--- src/rtl/ether_pkg.sv ---
// Shared types and constants for the RMII Ethernet frame transmitter.
package ether_pkg;

    typedef enum logic [2:0] {
        IDLE,
        PREAMBLE,
        SFD,
        DATA,
        FCS,
        IPG
    } state_e;

    localparam logic [1:0]  PREAMBLE_DIBIT = 2'b01;
    localparam logic [1:0]  SFD_DIBIT      = 2'b11;
    localparam logic [31:0] CRC_POLY       = 32'hEDB88320;
    localparam logic [31:0] CRC_INIT       = 32'hFFFFFFFF;
    localparam logic [31:0] CRC_RESIDUE    = 32'hC704DD7B;

    typedef struct packed {
        logic       last;
        logic [1:0] dibit;
    } fifo_entry_t;

    // One bit of the reflected (LSB-first) CRC-32 shift.
    function automatic logic [31:0] crc32_bit(input logic [31:0] crc, input logic b);
        return (crc[0] ^ b) ? ((crc >> 1) ^ CRC_POLY) : (crc >> 1);
    endfunction

endpackage

--- src/rtl/crc32_dibit.sv ---
// Combinational CRC-32 advance by one dibit, bit 0 first.
// Only built when ETHER_TX_FCS_EN is defined.
`ifdef ETHER_TX_FCS_EN
module crc32_dibit
    import ether_pkg::*;
(
    input  logic [31:0] crc_i,
    input  logic [1:0]  dibit_i,
    output logic [31:0] crc_o
);

    assign crc_o = crc32_bit(crc32_bit(crc_i, dibit_i[0]), dibit_i[1]);

endmodule
`endif

--- src/rtl/ether_tx_rmii.sv ---
// RMII transmitter: preamble/SFD, FIFO-buffered payload, optional CRC-32 FCS, inter-packet gap.
// Define ETHER_TX_FCS_EN to append the FCS; otherwise upstream supplies its own.
module ether_tx_rmii
    import ether_pkg::*;
#(
    parameter int FIFO_DEPTH      = 64,
    parameter int PREAMBLE_DIBITS = 31,
    parameter int IPG_DIBITS      = 48
) (
    input  logic       clk,
    input  logic       rst,
    input  logic       preamble_signal,
    input  logic       axiiv,
    input  logic [1:0] axiid,
    output logic       data_request,
    output logic       axiov,
    output logic [1:0] axiod
);

    localparam int AW    = $clog2(FIFO_DEPTH);
    localparam int CMAX0 = (PREAMBLE_DIBITS > IPG_DIBITS) ? PREAMBLE_DIBITS : IPG_DIBITS;
    localparam int CMAX  = (CMAX0 > 16) ? CMAX0 : 16;
    localparam int CW    = $clog2(CMAX) + 1;

    state_e        state_q, state_d;
    logic [CW-1:0] cnt_q, cnt_d;

    fifo_entry_t   mem_q [FIFO_DEPTH];
    logic [AW-1:0] wptr_q, wptr_d, rptr_q, rptr_d;
    logic [AW:0]   level_q, level_d;
    logic          hold_vld_q, hold_vld_d;
    logic [1:0]    hold_dat_q, hold_dat_d;
    logic          done_q, done_d;

    logic          axiov_q, axiov_d;
    logic [1:0]    axiod_q, axiod_d;
    logic          dreq_q, dreq_d;

    logic          start, active, fifo_empty, fifo_full, wr_req, do_wr, rd;
    fifo_entry_t   head, wr_ent;

    assign start      = (state_q == IDLE) && preamble_signal;
    assign active     = (state_q != IDLE) && (state_q != IPG);
    assign fifo_empty = (level_q == '0);
    assign fifo_full  = (level_q == (AW+1)'(FIFO_DEPTH));
    // A held dibit is committed one cycle late so its 'last' flag can see the next axiiv.
    assign wr_req     = active && !done_q && hold_vld_q;
    assign do_wr      = wr_req && !fifo_full;
    assign wr_ent     = {!axiiv, hold_dat_q};
    assign head       = mem_q[rptr_q];
    assign rd         = (state_q == DATA) && !fifo_empty;

    always_comb begin
        wptr_d     = wptr_q;
        rptr_d     = rptr_q;
        level_d    = level_q;
        hold_vld_d = hold_vld_q;
        hold_dat_d = hold_dat_q;
        done_d     = done_q;
        if (start) begin
            wptr_d     = '0;
            rptr_d     = '0;
            level_d    = '0;
            hold_vld_d = 1'b0;
            done_d     = 1'b0;
        end else begin
            if (do_wr) wptr_d = wptr_q + 1'b1;
            if (rd)    rptr_d = rptr_q + 1'b1;
            level_d = level_q + (AW+1)'(do_wr) - (AW+1)'(rd);
            if (active && !done_q) begin
                hold_vld_d = axiiv;
                hold_dat_d = axiid;
                if (wr_req && !axiiv) done_d = 1'b1;
            end else begin
                hold_vld_d = 1'b0;
            end
        end
    end

`ifdef ETHER_TX_FCS_EN
    logic [31:0] crc_q, crc_d, crc_nxt;

    crc32_dibit u_crc (
        .crc_i   (crc_q),
        .dibit_i (head.dibit),
        .crc_o   (crc_nxt)
    );

    // During FCS the register doubles as the output shifter.
    always_comb begin
        crc_d = crc_q;
        if (start)                 crc_d = CRC_INIT;
        else if (rd)               crc_d = crc_nxt;
        else if (state_q == FCS)   crc_d = crc_q >> 2;
    end

    always_ff @(posedge clk or negedge rst) begin
        if (!rst) crc_q <= CRC_INIT;
        else      crc_q <= crc_d;
    end
`endif

    always_comb begin
        state_d = state_q;
        cnt_d   = cnt_q;
        axiov_d = 1'b0;
        axiod_d = 2'b00;
        case (state_q)
            IDLE: begin
                if (preamble_signal) begin
                    state_d = PREAMBLE;
                    cnt_d   = '0;
                end
            end
            PREAMBLE: begin
                axiov_d = 1'b1;
                axiod_d = PREAMBLE_DIBIT;
                if (cnt_q == CW'(PREAMBLE_DIBITS - 1)) begin
                    state_d = SFD;
                    cnt_d   = '0;
                end else begin
                    cnt_d = cnt_q + 1'b1;
                end
            end
            SFD: begin
                axiov_d = 1'b1;
                axiod_d = SFD_DIBIT;
                state_d = DATA;
            end
            DATA: begin
                cnt_d = '0;
                // Empty before 'last' means the source underran: abort, no FCS.
                if (fifo_empty) begin
                    state_d = IPG;
                end else begin
                    axiov_d = 1'b1;
                    axiod_d = head.dibit;
`ifdef ETHER_TX_FCS_EN
                    if (head.last) state_d = FCS;
`else
                    if (head.last) state_d = IPG;
`endif
                end
            end
`ifdef ETHER_TX_FCS_EN
            FCS: begin
                axiov_d = 1'b1;
                axiod_d = ~crc_q[1:0];
                if (cnt_q == CW'(15)) begin
                    state_d = IPG;
                    cnt_d   = '0;
                end else begin
                    cnt_d = cnt_q + 1'b1;
                end
            end
`endif
            IPG: begin
                if (cnt_q == CW'(IPG_DIBITS - 1)) begin
                    state_d = IDLE;
                    cnt_d   = '0;
                end else begin
                    cnt_d = cnt_q + 1'b1;
                end
            end
            default: begin
                state_d = IDLE;
                cnt_d   = '0;
            end
        endcase
    end

    assign dreq_d = (state_q != IDLE) && (state_d != IDLE) && (state_d != IPG) && !done_d
                    && (level_d < (AW+1)'(FIFO_DEPTH - 4));

    always_ff @(posedge clk or negedge rst) begin
        if (!rst) begin
            state_q    <= IDLE;
            cnt_q      <= '0;
            wptr_q     <= '0;
            rptr_q     <= '0;
            level_q    <= '0;
            hold_vld_q <= 1'b0;
            hold_dat_q <= 2'b00;
            done_q     <= 1'b0;
            axiov_q    <= 1'b0;
            axiod_q    <= 2'b00;
            dreq_q     <= 1'b0;
        end else begin
            state_q    <= state_d;
            cnt_q      <= cnt_d;
            wptr_q     <= wptr_d;
            rptr_q     <= rptr_d;
            level_q    <= level_d;
            hold_vld_q <= hold_vld_d;
            hold_dat_q <= hold_dat_d;
            done_q     <= done_d;
            axiov_q    <= axiov_d;
            axiod_q    <= axiod_d;
            dreq_q     <= dreq_d;
        end
    end

    always_ff @(posedge clk) begin
        if (do_wr) mem_q[wptr_q] <= wr_ent;
    end

    assign axiov        = axiov_q;
    assign axiod        = axiod_q;
    assign data_request = dreq_q;

endmodule

--- config.mk ---
export PLATFORM = sky130hd
export DESIGN_NAME = ether_tx_rmii
export DESIGN_NICKNAME = d
export VERILOG_FILES = /design/src/rtl/ether_pkg.sv /design/src/rtl/crc32_dibit.sv /design/src/rtl/ether_tx_rmii.sv
export SDC_FILE = /design/constraint.sdc
export NUM_CORES = 1
export LEC_CHECK = 0
export ABC_AREA = 1
export CAP_MARGIN = 10
export CORE_MARGIN = 1.5
export CORE_UTILIZATION = 45
export CTS_CLUSTER_DIAMETER = 120
export DETAILED_ROUTE_END_ITERATION = 10
export SETUP_SLACK_MARGIN = 0.4
export SLEW_MARGIN = 20
export SYNTH_ARGS = -nofsm -noshare
export SYNTH_HDL_FRONTEND = slang
export SYNTH_HIERARCHICAL = 1
export SYNTH_SLANG_ARGS = --single-unit
export TNS_END_PERCENT = 5
--- constraint.sdc ---
create_clock -name clk -period 4.9 [get_ports clk]
set_clock_uncertainty 0.15 [all_clocks]
set_input_delay 1.47 -clock clk [delete_from_list [all_inputs] [get_ports clk]]
set_output_delay 1.47 -clock clk [all_outputs]
set_load 0.01 [all_outputs]
### After elaboration in Yosys (flattened, before gate mapping)

Memories as Yosys holds them, arrays and structs flattened.
Index checks and enable logic that the tools add are counted.

* word-level logic and storage cells: 81
* bits of input ports: 6
* ROM bits: 0
* bits in writable memories: 192
* memories: 1
* output and inout bits: 4
* register bits after elaboration: 37
* latch bits: 0

Memory list
* mem_q: words 64, width 3, read ports 1, clocked after Yosys merged registers in 0, write ports 1, RTL line ether_tx_rmii.sv:28 `fifo_entry_t mem_q [FIFO_DEPTH];`

* reductions and logical operators: 25
* divide/modulo/power cells: 0
* add/sub/neg operators: 5
* equality and inequality tests: 10
* bitwise gates (word level): 2
* magnitude comparators: 1
* shift-type cells: 0
* multiply operators: 0
* mux-type cells: 26

Operators by type and width (count)
* $mux W7: 4
* $pmux W7 S4: 1
* $mux W6: 4
* $mux W3: 5
* $pmux W3 S5: 1
* $add A6 B1 Y6 const B: 2
* $logic_and A1 B1 Y1: 11
* $mux W1: 8
* $add A7 B1 Y7: 1
* $add A7 B1 Y7 const B: 1
* $eq A7 B5 Y1 const B: 1
* $eq A7 B6 Y1 const B: 1
* $eq A7 B7 Y1 const B: 1
* $logic_not A7 Y1: 1
* $lt A7 B6 Y1 const B: 1
* $sub A7 B1 Y7: 1
* $eq A3 B2 Y1 const B: 2
* $ne A3 B3 Y1 const B: 2
* $pmux W2 S3: 1
* $reduce_bool A3 Y1: 2
* $logic_not A1 Y1: 5
* $reduce_and A2 Y1: 2
* $reduce_bool A2 Y1: 2
* $eq A3 B1 Y1 const B: 1
* 7 further kinds: 8

### Longest topological paths before layout

* depth in word-level cells: 11
* mapped depth: 23
* gate-level depth less buffers: 23

### Least setup slack after synthesis

No wires, ideal clock.

* kind: input -> register
* from: input port axiiv
* to: register dreq_q, in the netlist data_request
* cell stages on the path: 4
* buffers on the path: 0
* setup time: 0.119 ns
* data arrival time: 2.557 ns
* data required time: 4.631 ns
* slack: 2.074 ns
* cells stage by stage: inv_1 > a21oi_1 > nand4_1 > a21oi_2

* word-level cells in the longest chain between the ends: 8

RTL lines
* from (decl): RTL line ether_tx_rmii.sv:13 `input logic axiiv,`
* $logic_not A1 Y1: RTL line ether_tx_rmii.sv:73 `if (wr_req && !axiiv) done_d = 1'b1;`
* $logic_and A1 B1 Y1: RTL line ether_tx_rmii.sv:73
* $mux W1: RTL line ether_tx_rmii.sv:73
* $mux W1: RTL line ether_tx_rmii.sv:70 `if (active && !done_q) begin`
* $mux W1: RTL line ether_tx_rmii.sv:60 `if (start) begin`
* $logic_not A1 Y1: RTL line ether_tx_rmii.sv:172 `assign dreq_d = (state_q != IDLE) && (state_d != IDLE) && (state_d != IPG) && !done_d`
* $logic_and A1 B1 Y1: RTL line ether_tx_rmii.sv:172
* $logic_and A1 B1 Y1: RTL line ether_tx_rmii.sv:173 `&& (level_d < (AW+1)'(FIFO_DEPTH - 4));`
* named net dreq_d: RTL line ether_tx_rmii.sv:37 `logic dreq_q, dreq_d;`
* to (signal assigned): RTL line ether_tx_rmii.sv:199 `dreq_q <= dreq_d;`
* to (decl): RTL line ether_tx_rmii.sv:37

The timed path passes the listed nets, and every way through them passes these cells.
A chain may end at the register's enable or synchronous reset.

### Worst setup path after layout

* from: register level_q[3]
* to: register dreq_q, in the netlist data_request

* word-level cells in the longest chain between the ends: 8
* elaborated cells between the ends (all ways): 18
* those cells by class: add/sub (2); order compare (1); eq/ne (2); mux (3); reduce/logical (10)

RTL lines
* from (decl): RTL line ether_tx_rmii.sv:30 `logic [AW:0] level_q, level_d;`
* from (signal assigned): RTL line ether_tx_rmii.sv:193 `level_q <= level_d;`
* $eq A7 B7 Y1 / $logic_not A7 Y1 (equally long branches): RTL line ether_tx_rmii.sv:45, ether_tx_rmii.sv:44
* $logic_not A1 Y1 / $mux W3 (equally long branches): RTL line ether_tx_rmii.sv:48, ether_tx_rmii.sv:133
* $logic_and A1 B1 Y1 / $pmux W3 S5 (equally long branches): RTL line ether_tx_rmii.sv:48, ether_tx_rmii.sv:108
* $add A7 B1 Y7 / $reduce_bool A3 Y1 (equally long branches): RTL line ether_tx_rmii.sv:69, ether_tx_rmii.sv:172
* $sub A7 B1 Y7 / $logic_and A1 B1 Y1 (equally long branches): RTL line ether_tx_rmii.sv:69, ether_tx_rmii.sv:172
* $mux W7 / $logic_and A1 B1 Y1 (equally long branches): RTL line ether_tx_rmii.sv:60, ether_tx_rmii.sv:172
* $lt A7 B6 Y1 / $logic_and A1 B1 Y1 (equally long branches): RTL line ether_tx_rmii.sv:173, ether_tx_rmii.sv:172
* $logic_and A1 B1 Y1 (*): RTL line ether_tx_rmii.sv:173
* named net dreq_d: RTL line ether_tx_rmii.sv:37

The timed path passes the listed nets; every way through them passes the cells marked *.

==> impl_metrics.yaml <==
worst_hold_path:
  whs_path_depth: 2
  worstHoldPathType: "reg -> reg"
  whs_endpoint: "done_q"
  hp-start: "done_q"
final_layout:
  n_antenna_cell: 0
  final_cells: 1229
  syn_to_final_growth_pct: 9.45
  multi_input_area_um2: 2870
  fillCellCount: 1920
  final_nets: 952
  regArea_um2: 6700
  drive_above_1_share_pct: 7.59
floorplan:
  ioPinCount: 10
  die_area_um2: 23400
  die_w_um: 153
  fp.dieH_um: 153
  core_region_area_um2: 22000
  core.rowCount: 54
  start_util_pct: 46.1
sta:
  whs_ns: 0.409
  fin_crit_ns: 3.08
  slew_headroom_pct: 36.6
  drv_slew: 0
  max_freq_ghz: 0.325
  rsz0062_at_grt: "no"
  fin_setup_tns_ns: 0
  finalCritPeriodShare_pct: 62.8
  hold_viol_final: 0
  worst-slew-pin-transition_ns: 0.951
  setup_viol: 0
synthesis:
  ys_warn_count: 6
  synth_nets: 952
  synth_area_um2: 10100
  ys_seq_area_share_pct: 66.0
  synthFlopType: "edfxtp_1"
  synth_top_family_by_area: "simple AND/OR/NAND/NOR gates"
  ys_ff_latch: 229
  yosysMostFrequentCell: "edfxtp_1"
  synth.area.mux_share_pct: 0
  synth_fa_ha_area_share_pct: 1.80
  synthXorXnorAreaFrac_pct: 0.259
  synthTopCellsByArea: "edfxtp_1, dfrtp_1, nor2_1"
  syn-instance-count: 932
  synth.top_cell.area_share_pct: 56.9
  synthSimpleGateAreaFrac_pct: 17.5
  yosys-top-cells-count: "edfxtp_1, nor2_1, nand2_1, o21ai_0, inv_1"
  synth_compound_area_share_pct: 8.72
  synth_top_area_cell: "edfxtp_1"
  ys_types: 42
  synth_edf_count: 192
  syn_avg_cell_area_um2: 10.9
  ys_async_sr_fraction_pct: 16.2
power:
  p_clk_share_pct: 32.5
  p_sw_share_pct: 30.2
  seqPwrFrac_pct: 47.2
  power.switching_uw: 1570
  share_comb_of_total_power_pct: 20.4
  p_int_uw: 3630
  peakVddDrop_mv: 0.285
  p_per_area_nw_per_um2: 469
  p_leak_uw: 0.00402
grt:
  antenna_found_initial: 0
  grt.busiest_layer: "met2"
  grt_pass1_vias: 6504
  gr-usage-met1_pct: 28.4
  gr-usage-all-layers_pct: 20.2
  grt-ovfl-total: 0
  grt_use_met3_pct: 3.29
  grt_start_max_net_pins: 99
  grt_pass1_wl_um: 36400
  use_met2_pct: 32.6
setup_path:
  critPathLaunchType: "flip-flop"
  timing.rr.start: "level_q[3]"
  crit_buf_inv: 5
  crit_chain: "inv_1 > ha_1 > nand3_1 > nor2_1 > nor2_1 > ha_1 > inv_1 > ha_1 > inv_1 > fa_1 > inv_1 > nand2_1 > nand2_1 > nand2_1 > nand2_1 > nand2_1 > nand2_1 > a21oi_1 > inv_1 > nand2_1 > nand3_1 > nand4_1 > a21oi_2"
  path_max_fanout: 5
  ff2ff_path_depth: 23
  worstPathRequired_ns: 5.19
  cp.arrival_ns: 3.36
  end_kind: "flip-flop"
  cp.depth: 23
  cp_top_family: "simple AND/OR/NAND/NOR gates"
  crit_type: "reg -> reg"
  cpMostUsedCell: "nand2_1"
  crit_slowest_cell: "dfrtp_1"
  ff2ff_setup_slack_ns: 1.82
  r2r-end: "data_request"
  slowest_delay_ns: 0.37
drt:
  antenna_left: 0
  drc: 0
  vias: 6644
  viasPerCell: 5.41
  drt_first_iter_violations: 547
  dr.pass1.iters: 5
  routedWlPerCell_um: 18.6
  wl_um: 22800
clocking:
  cts_hold_buf: 0
  cts_setup_buffers: 0
  root_buffer: "clkbuf_16"
  numCtsBuffers: 24
  cts_tree: "done"
  htreeDepth: 1
  clock_latency_ns: 0.52
  clock-sinks: 229
  path_clk_slew_ns: 0.06
  cts_resized: 0
  clock_path_buffers: 3
placed_design:
  dpl.cell_count: 1186
  place.gp.congestion: 0.825
  portBuffers: 9
  hpwl_um: 13600
status:
  outcome: "complete, no violations"
run:
  maxCapViolations: 0
==> kinds of logic (layout without fill, tap and decap cells) <==
logic type,Yosys count,count (layout)
flops,229,229
xor+xnor,3,3
compound gates,152,152
simple gates,413,413
fa+ha+maj,14,14
buf+inv,121,138
==> worst max path at each step <==
stage	slack (ns)	start	to
floorplan	2.07	axiiv	data_request
global placement	1.59	preamble_signal	data_request
detailed placement	1.55	preamble_signal	data_request
CTS	1.79	level_q[3]	data_request
global route	1.45	level_q[3]	data_request
finish	1.82	level_q[3]	data_request
==> layout make-up <==
cell class | instances | area share (%)
Clock buffer | 33 | 5.81
Timing Repair Buffer | 15 | 1.29
Sequential cell | 229 | 60.4
Inverter | 80 | 2.73
Tap cell | 280 | 3.16
Clock inverter | 10 | 0.779
Multi-Input combinational cell | 582 | 25.8
==> routing by layer <==
metal	part of all wire [%]	wire, um
met3	5.6	1280
met1	45	10300
met4	2.0	453
met2	47	10800
met5	0	0
==> worst register-to-register path, cell delays in order, from the launching register on <==
cell and delay (ns):
dfrtp_1 0.37, inv_1 0.07, ha_1 0.20, nand3_1 0.09, nor2_1 0.06, nor2_1 0.26, ha_1 0.29, inv_1 0.06
ha_1 0.15, inv_1 0.05, fa_1 0.35, inv_1 0.07, nand2_1 0.06, nand2_1 0.06, nand2_1 0.04, nand2_1 0.06
nand2_1 0.06, nand2_1 0.07, a21oi_1 0.08, inv_1 0.05, nand2_1 0.04, nand3_1 0.08, nand4_1 0.12, a21oi_2 0.11
==> state kept, by name, indices dropped and copies added, names as in the netlist <==
register      flops
rptr_q            6
hold_dat_q        2
axiod             2
cnt_q             7
level_q           7
state_q           3
axiov             1
hold_vld_q        1
done_q            1
mem_q           192
wptr_q            6
data_request      1
==> per-stage QoR <==
| stage | utilization, % | area [um^2] | setup slack (ns) | total power, uW |
|---|---|---|---|---|
| 3_3_place_gp | 47.2 | 10400 | 1.59 | 3560 |
| 2_1_floorplan | - | 10100 | 2.07 | 3250 |
| 3_5_place_dp | 47.2 | 10400 | 1.55 | 3570 |
| 6_report | 50.5 | 11100 | 1.82 | 5200 |
| 5_1_grt | 50.5 | 11100 | 1.45 | 5480 |
| 4_1_cts | 50.5 | 11100 | 1.79 | 5250 |
==> cell usage in the layout (no fill, tap or decap), types with 6 or more instances in the layout <==
master	Yosys	layout
a21oi_1	19	19
clkdlybuf4s50_1	0	8
clkbuf_16	0	24
nor2_1	173	173
nand3_1	64	64
edfxtp_1	192	192
dfrtp_1	37	33
o211ai_1	12	12
o21ai_0	80	80
clkbuf_1	8	8
o22ai_1	22	22
inv_1	75	74
nand2_1	140	140
ha_1	13	13
nand4_1	9	9
nand3_2	6	6
==> power by group through the flow <==
stage / combinational, uW / sequential, uW / clock (uW)
2_1_floorplan: 724 / 2530 / 0
3_3_place_gp: 1070 / 2490 / 0
3_5_place_dp: 1080 / 2490 / 0
4_1_cts: 1080 / 2450 / 1720
5_1_grt: 1220 / 2470 / 1790
6_report: 1060 / 2450 / 1690
(Power assumes the default switching activity.)
